### src/rtl/event_stream_pkg.sv
// Shared types and constants for the event stream transmitter.
package event_stream_pkg;

   localparam logic [7:0] SYNC_BYTE = 8'hA5;
   localparam int         PKT_LEN   = 7;

   typedef struct packed {
      logic [23:0] ts;
      logic [7:0]  ev;
      logic [7:0]  spk;
   } evt_rec_t;

   typedef enum logic {
      IDLE,
      SEND
   } tx_state_t;

endpackage

### src/rtl/event_fifo.sv
// Single-clock synchronous FIFO; pointers carry an extra wrap bit so
// full and empty can be told apart without a separate counter.
module event_fifo
   import event_stream_pkg::*;
#(
   parameter int WIDTH = 40,
   parameter int DEPTH = 16
) (
   input  logic                   clk,
   input  logic                   rst,
   input  logic                   push,
   input  logic                   pop,
   input  logic [WIDTH-1:0]       din,
   output logic [WIDTH-1:0]       dout,
   output logic                   full,
   output logic                   empty,
   output logic [$clog2(DEPTH):0] level
);

   localparam int          AW      = $clog2(DEPTH);
   localparam logic [AW:0] PTR_ONE = 1;

   logic [WIDTH-1:0] mem [DEPTH];
   logic [AW:0]      wr_ptr;
   logic [AW:0]      rd_ptr;
   logic             do_push;
   logic             do_pop;

   assign empty   = (wr_ptr == rd_ptr);
   assign full    = (wr_ptr[AW] != rd_ptr[AW]) && (wr_ptr[AW-1:0] == rd_ptr[AW-1:0]);
   assign level   = wr_ptr - rd_ptr;
   assign do_push = push && !full;
   assign do_pop  = pop && !empty;
   assign dout    = mem[rd_ptr[AW-1:0]];

   // Advance the read and write pointers on accepted push/pop.
   always_ff @(posedge clk) begin
      if (!rst) begin
         wr_ptr <= '0;
         rd_ptr <= '0;
      end else begin
         if (do_push) wr_ptr <= wr_ptr + PTR_ONE;
         if (do_pop)  rd_ptr <= rd_ptr + PTR_ONE;
      end
   end

   // Storage array; contents need no reset since the pointers gate reads.
   always_ff @(posedge clk) begin
      if (do_push) mem[wr_ptr[AW-1:0]] <= din;
   end

endmodule

### src/rtl/event_stream.sv
// Event stream transmitter: captures classifier events with a timestamp and
// spike count, buffers them, and sends each as a 7-byte framed packet.
module event_stream_tx
   import event_stream_pkg::*;
#(
   parameter int TS_WIDTH    = 24,
   parameter int FIFO_DEPTH  = 16,
   parameter int EVENT_WIDTH = 32,
   parameter int OVF_WIDTH   = 16
) (
   input  logic                          clk,
   input  logic                          rst,
   input  logic [EVENT_WIDTH-1:0]        event_in,
   input  logic                          spike_in,
   input  logic                          sample_en,
   output logic [7:0]                    tx_data,
   output logic                          tx_valid,
   input  logic                          tx_ready,
   output logic [$clog2(FIFO_DEPTH):0]   fifo_level,
   output logic [OVF_WIDTH-1:0]          overflow_cnt,
   output logic                          busy
);

   localparam logic [TS_WIDTH-1:0]  TS_ONE   = 1;
   localparam logic [OVF_WIDTH-1:0] OVF_ONE  = 1;
   localparam logic [2:0]           LAST_IDX = 3'(PKT_LEN - 1);

   logic [TS_WIDTH-1:0]    ts;
   logic [EVENT_WIDTH-1:0] prev_event;
   logic [7:0]             spk_cnt;
   logic [7:0]             spk_next;
   logic [7:0]             ev_byte;
   logic [7:0]             chk;
   logic                   capture;
   logic                   push_req;
   evt_rec_t               cap_rec;
   evt_rec_t               push_rec;
   evt_rec_t               pkt;
   evt_rec_t               fifo_dout;
   logic                   fifo_full;
   logic                   fifo_empty;
   logic                   fifo_pop;
   tx_state_t              state;
   tx_state_t              next_state;
   logic [2:0]             idx;
   logic [2:0]             next_idx;

   assign capture  = (event_in != '0) && (event_in != prev_event);
   assign ev_byte  = (|event_in[EVENT_WIDTH-1:8]) ? 8'hFF : event_in[7:0];
   assign spk_next = (spk_cnt == 8'hFF) ? 8'hFF : spk_cnt + {7'd0, spike_in};
   assign cap_rec  = '{ts: 24'(ts), ev: ev_byte, spk: spk_next};
   assign chk      = pkt.ts[23:16] ^ pkt.ts[15:8] ^ pkt.ts[7:0] ^ pkt.ev ^ pkt.spk;
   assign tx_valid = (state == SEND);
   assign busy     = (state == SEND) || !fifo_empty;

   // Timestamp, previous-event history and spike counter for event capture.
   always_ff @(posedge clk) begin
      if (!rst) begin
         ts         <= '0;
         prev_event <= '0;
         spk_cnt    <= '0;
      end else begin
         prev_event <= event_in;
         spk_cnt    <= capture ? 8'd0 : spk_next;
         if (sample_en) ts <= ts + TS_ONE;
      end
   end

   // Register each captured record so it enters the FIFO one cycle later.
   always_ff @(posedge clk) begin
      if (!rst) begin
         push_req <= 1'b0;
         push_rec <= '0;
      end else begin
         push_req <= capture;
         if (capture) push_rec <= cap_rec;
      end
   end

   // Count records lost to a full FIFO, saturating at all-ones.
   always_ff @(posedge clk) begin
      if (!rst) begin
         overflow_cnt <= '0;
      end else if (push_req && fifo_full && (overflow_cnt != '1)) begin
         overflow_cnt <= overflow_cnt + OVF_ONE;
      end
   end

   event_fifo #(
      .WIDTH ($bits(evt_rec_t)),
      .DEPTH (FIFO_DEPTH)
   ) u_fifo (
      .clk   (clk),
      .rst   (rst),
      .push  (push_req),
      .pop   (fifo_pop),
      .din   (push_rec),
      .dout  (fifo_dout),
      .full  (fifo_full),
      .empty (fifo_empty),
      .level (fifo_level)
   );

   // Transmit state, byte index and the packet being sent.
   always_ff @(posedge clk) begin
      if (!rst) begin
         state <= IDLE;
         idx   <= '0;
         pkt   <= '0;
      end else begin
         state <= next_state;
         idx   <= next_idx;
         if (fifo_pop) pkt <= fifo_dout;
      end
   end

   // Next-state logic: load a record when idle, step bytes on each handshake.
   always_comb begin
      next_state = state;
      next_idx   = idx;
      fifo_pop   = 1'b0;
      case (state)
         IDLE: begin
            if (!fifo_empty) begin
               fifo_pop   = 1'b1;
               next_idx   = '0;
               next_state = SEND;
            end
         end
         SEND: begin
            if (tx_ready) begin
               if (idx == LAST_IDX) begin
                  next_idx   = '0;
                  next_state = IDLE;
               end else begin
                  next_idx = idx + 3'd1;
               end
            end
         end
         default: next_state = IDLE;
      endcase
   end

   // Select the outgoing byte for the current packet index.
   always_comb begin
      tx_data = 8'h00;
      if (state == SEND) begin
         case (idx)
            3'd0:    tx_data = SYNC_BYTE;
            3'd1:    tx_data = pkt.ts[23:16];
            3'd2:    tx_data = pkt.ts[15:8];
            3'd3:    tx_data = pkt.ts[7:0];
            3'd4:    tx_data = pkt.ev;
            3'd5:    tx_data = pkt.spk;
            3'd6:    tx_data = chk;
            default: tx_data = 8'h00;
         endcase
      end
   end

endmodule
### config.mk
export PLATFORM = sky130hd
export DESIGN_NAME = event_stream_tx
export DESIGN_NICKNAME = d
export VERILOG_FILES = /design/src/rtl/event_stream_pkg.sv /design/src/rtl/event_fifo.sv /design/src/rtl/event_stream.sv
export SDC_FILE = /design/constraint.sdc
export NUM_CORES = 1
export LEC_CHECK = 0
export CAP_MARGIN = 20
export CORE_MARGIN = 2
export CORE_UTILIZATION = 37
export DETAILED_ROUTE_END_ITERATION = 7
export DONT_BUFFER_PORTS = 1
export PLACE_DENSITY = 0.59
export SYNTH_ARGS = -nofsm -noshare
export SYNTH_HDL_FRONTEND = slang
export SYNTH_SLANG_ARGS = --single-unit
export TNS_END_PERCENT = 10
### constraint.sdc
create_clock -name clk -period 14.46 [get_ports clk]
set_input_delay 1.446 -clock clk [delete_from_list [all_inputs] [get_ports clk]]
set_output_delay 1.446 -clock clk [all_outputs]
set_load 0.005 [all_outputs]
==> qor.csv <==
metric,value,unit
# setup viols final,0,
Fin. Hold Viols,0,
Post-synth EDFFs,640,
total gr overflow,0,
post-DR wirelength/cell,25.1,µm
fin crit share,28.6,%
Num CTS Buffers,85,
fillers,7581,
Synth async-reset ratio,0,%
Die Ht,297,µm
Critical Path Fanout Max,48,
post-DR vias/cell,5.49,
switching power,1.48,mW
"Req. time, crit path",13.01,ns
# rows,107,
Worst Skew,0.0290,ns
Max Root-Sink Buffers,3,
Crit. End Element,output pin,
syn nets,1878,
Flop pwr share,47.1,%
area grow syn2layout,13.2,%
die outline area,88200,µm²
end-of-flow core utilization,42.2,%
largest net degree at the start of global routing,156,
"antenna viol nets, final",0,
Worst-Margin Slew,1.07,ns
Ant. Diodes,0,
Gate Count Post-Synth,1826,
# nets final,1895,
worst min path class,flop to flop,
"commonest non-fill, non-tap cell in the layout",edfxtp_1,
RD Place Congestion,0.778,
power density over the cells,160,nW/µm²
Ports,68,
initial antenna violation count,0,
Post-Syn Area,31700,µm²
CTS Hold Bufs,0,
fraction of layout cells with a size suffix above 1,18.4,%
routed wire length,76800,µm
postcts setup bufs,0,
DRC viols,0,
TritonCTS clock tree,yes,
crit start category,flop,
die extent in x,297,µm
Yosys cell types,53,
Synth Register Bits,815,
syn avg cell area,17.4,µm²
CTS Root Buffer Type,clkbuf_16,
first drt pass iteration count,6,
initial core utilization,37.3,%
total leakage power,11.8,nW
clk slew on worst S/H paths,0.05,ns
core box area,85100,µm²
CTS resizes,0,
Final Max Tran Viols,0,
Max rail drop VDD,0.116,mV
status,completed,
Initial DRC Count,1706,
crit path time final,4.13,ns
Main synth FF type,edfxtp_1,
crit path DAT,2.69,ns
Max-Cap Viols,0,
via count,16800,
sequential fraction of the synthesis area,71.6,%
I/O Buffers,0,
Sink Count,815,
Clock Power Share,38.2,%
Slew HR,28.3,%
worst skew pair latency,0.65,ns
Crit Path Class,flop to output pin,
H-tree Lvls,3,
Post-DP HPWL,41100,µm
Net Sw Frac,25.7,%
gr usage total,17.3,%
vias in the first global route,17400,
RSZ-0062 raised after global routing,no,
first-pass GRT wire length,114000,µm
Setup TNS,0,ns
internal power,4.27,mW
worst hold slack,0.480,ns
fmax,0.242,GHz
most frequent cells in the layout,"edfxtp_1 (640), dfxtp_1 (173), mux4_2 (160)",
number of warnings issued by yosys,0,
Gate power share,14.7,%
[cell families after synthesis]
group / synth area share [%]
flip-flops: 71.6
AND/OR/NAND/NOR: 5.62
AO/OA/AOI/OAI: 4.76
multiplexers: 12.7
buffers and inverters: 1.79
XOR/XNOR: 2.98
adder cells (fa/ha/maj): 0.615
[stage by stage]
step	cell area [µm²]	instances	total power, mW	worst slack [ns]
final	35900	3060	5.75	10.33
after global routing	35900	3060	5.97	10.17
after CTS	35900	3058	5.80	10.22
after detailed placement	33100	2898	3.61	10.61
after global placement	33100	2898	3.60	10.69
after floorplan	31700	1826	3.37	9.05
[metal layers]
layer	vias up	track usage (%)	wire (µm)
met3	109	4.11	5760
met5	-	0	0
met2	571	27.0	35700
met4	0	4.95	1830
met1	8828	24.3	33500
li1	7280	-	-
[power groups by stage]
| stage | combinational [mW] | clock [mW] | sequential [mW] |
|---|---|---|---|
| finish | 0.845 | 2.20 | 2.71 |
| global route | 0.916 | 2.34 | 2.72 |
| CTS | 0.853 | 2.25 | 2.71 |
| detailed placement | 0.849 | 0 | 2.76 |
| global placement | 0.851 | 0 | 2.75 |
| floorplan | 0.711 | 0 | 2.66 |
[worst paths after layout]
check / start / end / slack (ns) / cells after the start
setup / recovery: u_fifo.rd_ptr[1]$_SDFFE_PN0P_ / busy / 10.33 / 4
hold / removal: ts[23]$_SDFFE_PN0P_ / push_rec[39]$_SDFFE_PN0P_ / 0.48 / 2
setup reg to reg: u_fifo.rd_ptr[1]$_SDFFE_PN0P_ / u_fifo.mem[9][5]$_DFFE_PP_ / 10.66 / 7
hold reg to reg: ts[23]$_SDFFE_PN0P_ / push_rec[39]$_SDFFE_PN0P_ / 0.48 / 2
[area by class of cell]
type,instances,area (µm²),area share (%)
clock inverter,39,490,1.37
tap,1144,1430,3.98
timing repair buffer,31,263,0.731
inverter,17,63.8,0.178
sequential,815,22700,63.3
clock buffer,121,2340,6.52
multi-input combinational,893,8610,24.0
[critical path: stages, from the launching register on]
cell	delay (ns)
dfxtp_4	0.85
inv_1	0.10
ha_1	0.34
nand4_1	0.21
or3_1	0.54
[state kept, by name, indices dropped and copies added (netlist names)]
| name | count |
|---|---|
| u_fifo.rd_ptr | 5 |
| spk_cnt | 8 |
| prev_event | 32 |
| pkt | 40 |
| u_fifo.mem | 640 |
| u_fifo.wr_ptr | 5 |
| ts | 24 |
| tx_valid | 1 |
| idx | 3 |
| overflow_cnt | 16 |
| push_rec | 40 |
| push_req | 1 |
[synthesized netlist by cell type, types with 11 or more instances]
cell type / instances / share of area [%]
nand2_1: 126 / 1.5
o22ai_1: 41 / 0.81
a221oi_1: 40 / 1.1
nand4_1: 19 / 0.37
and2_1: 34 / 0.67
a22oi_1: 12 / 0.28
a22o_1: 40 / 1.1
nor2_1: 77 / 0.91
nand3_1: 17 / 0.27
inv_1: 17 / 0.20
mux4_2: 160 / 11
ha_1: 14 / 0.55
xor2_1: 51 / 1.4
a21oi_1: 26 / 0.41
nor3_1: 20 / 0.32
and4_1: 13 / 0.36
nand2b_1: 11 / 0.22
o21ai_0: 24 / 0.38
mux2i_1: 37 / 1.2
clkbuf_1: 62 / 0.73
nor4_1: 19 / 0.37
xnor2_1: 55 / 1.5
edfxtp_1: 640 / 61
dfxtp_1: 175 / 11
No activity file was read; power rests on OpenSTA's default activity.
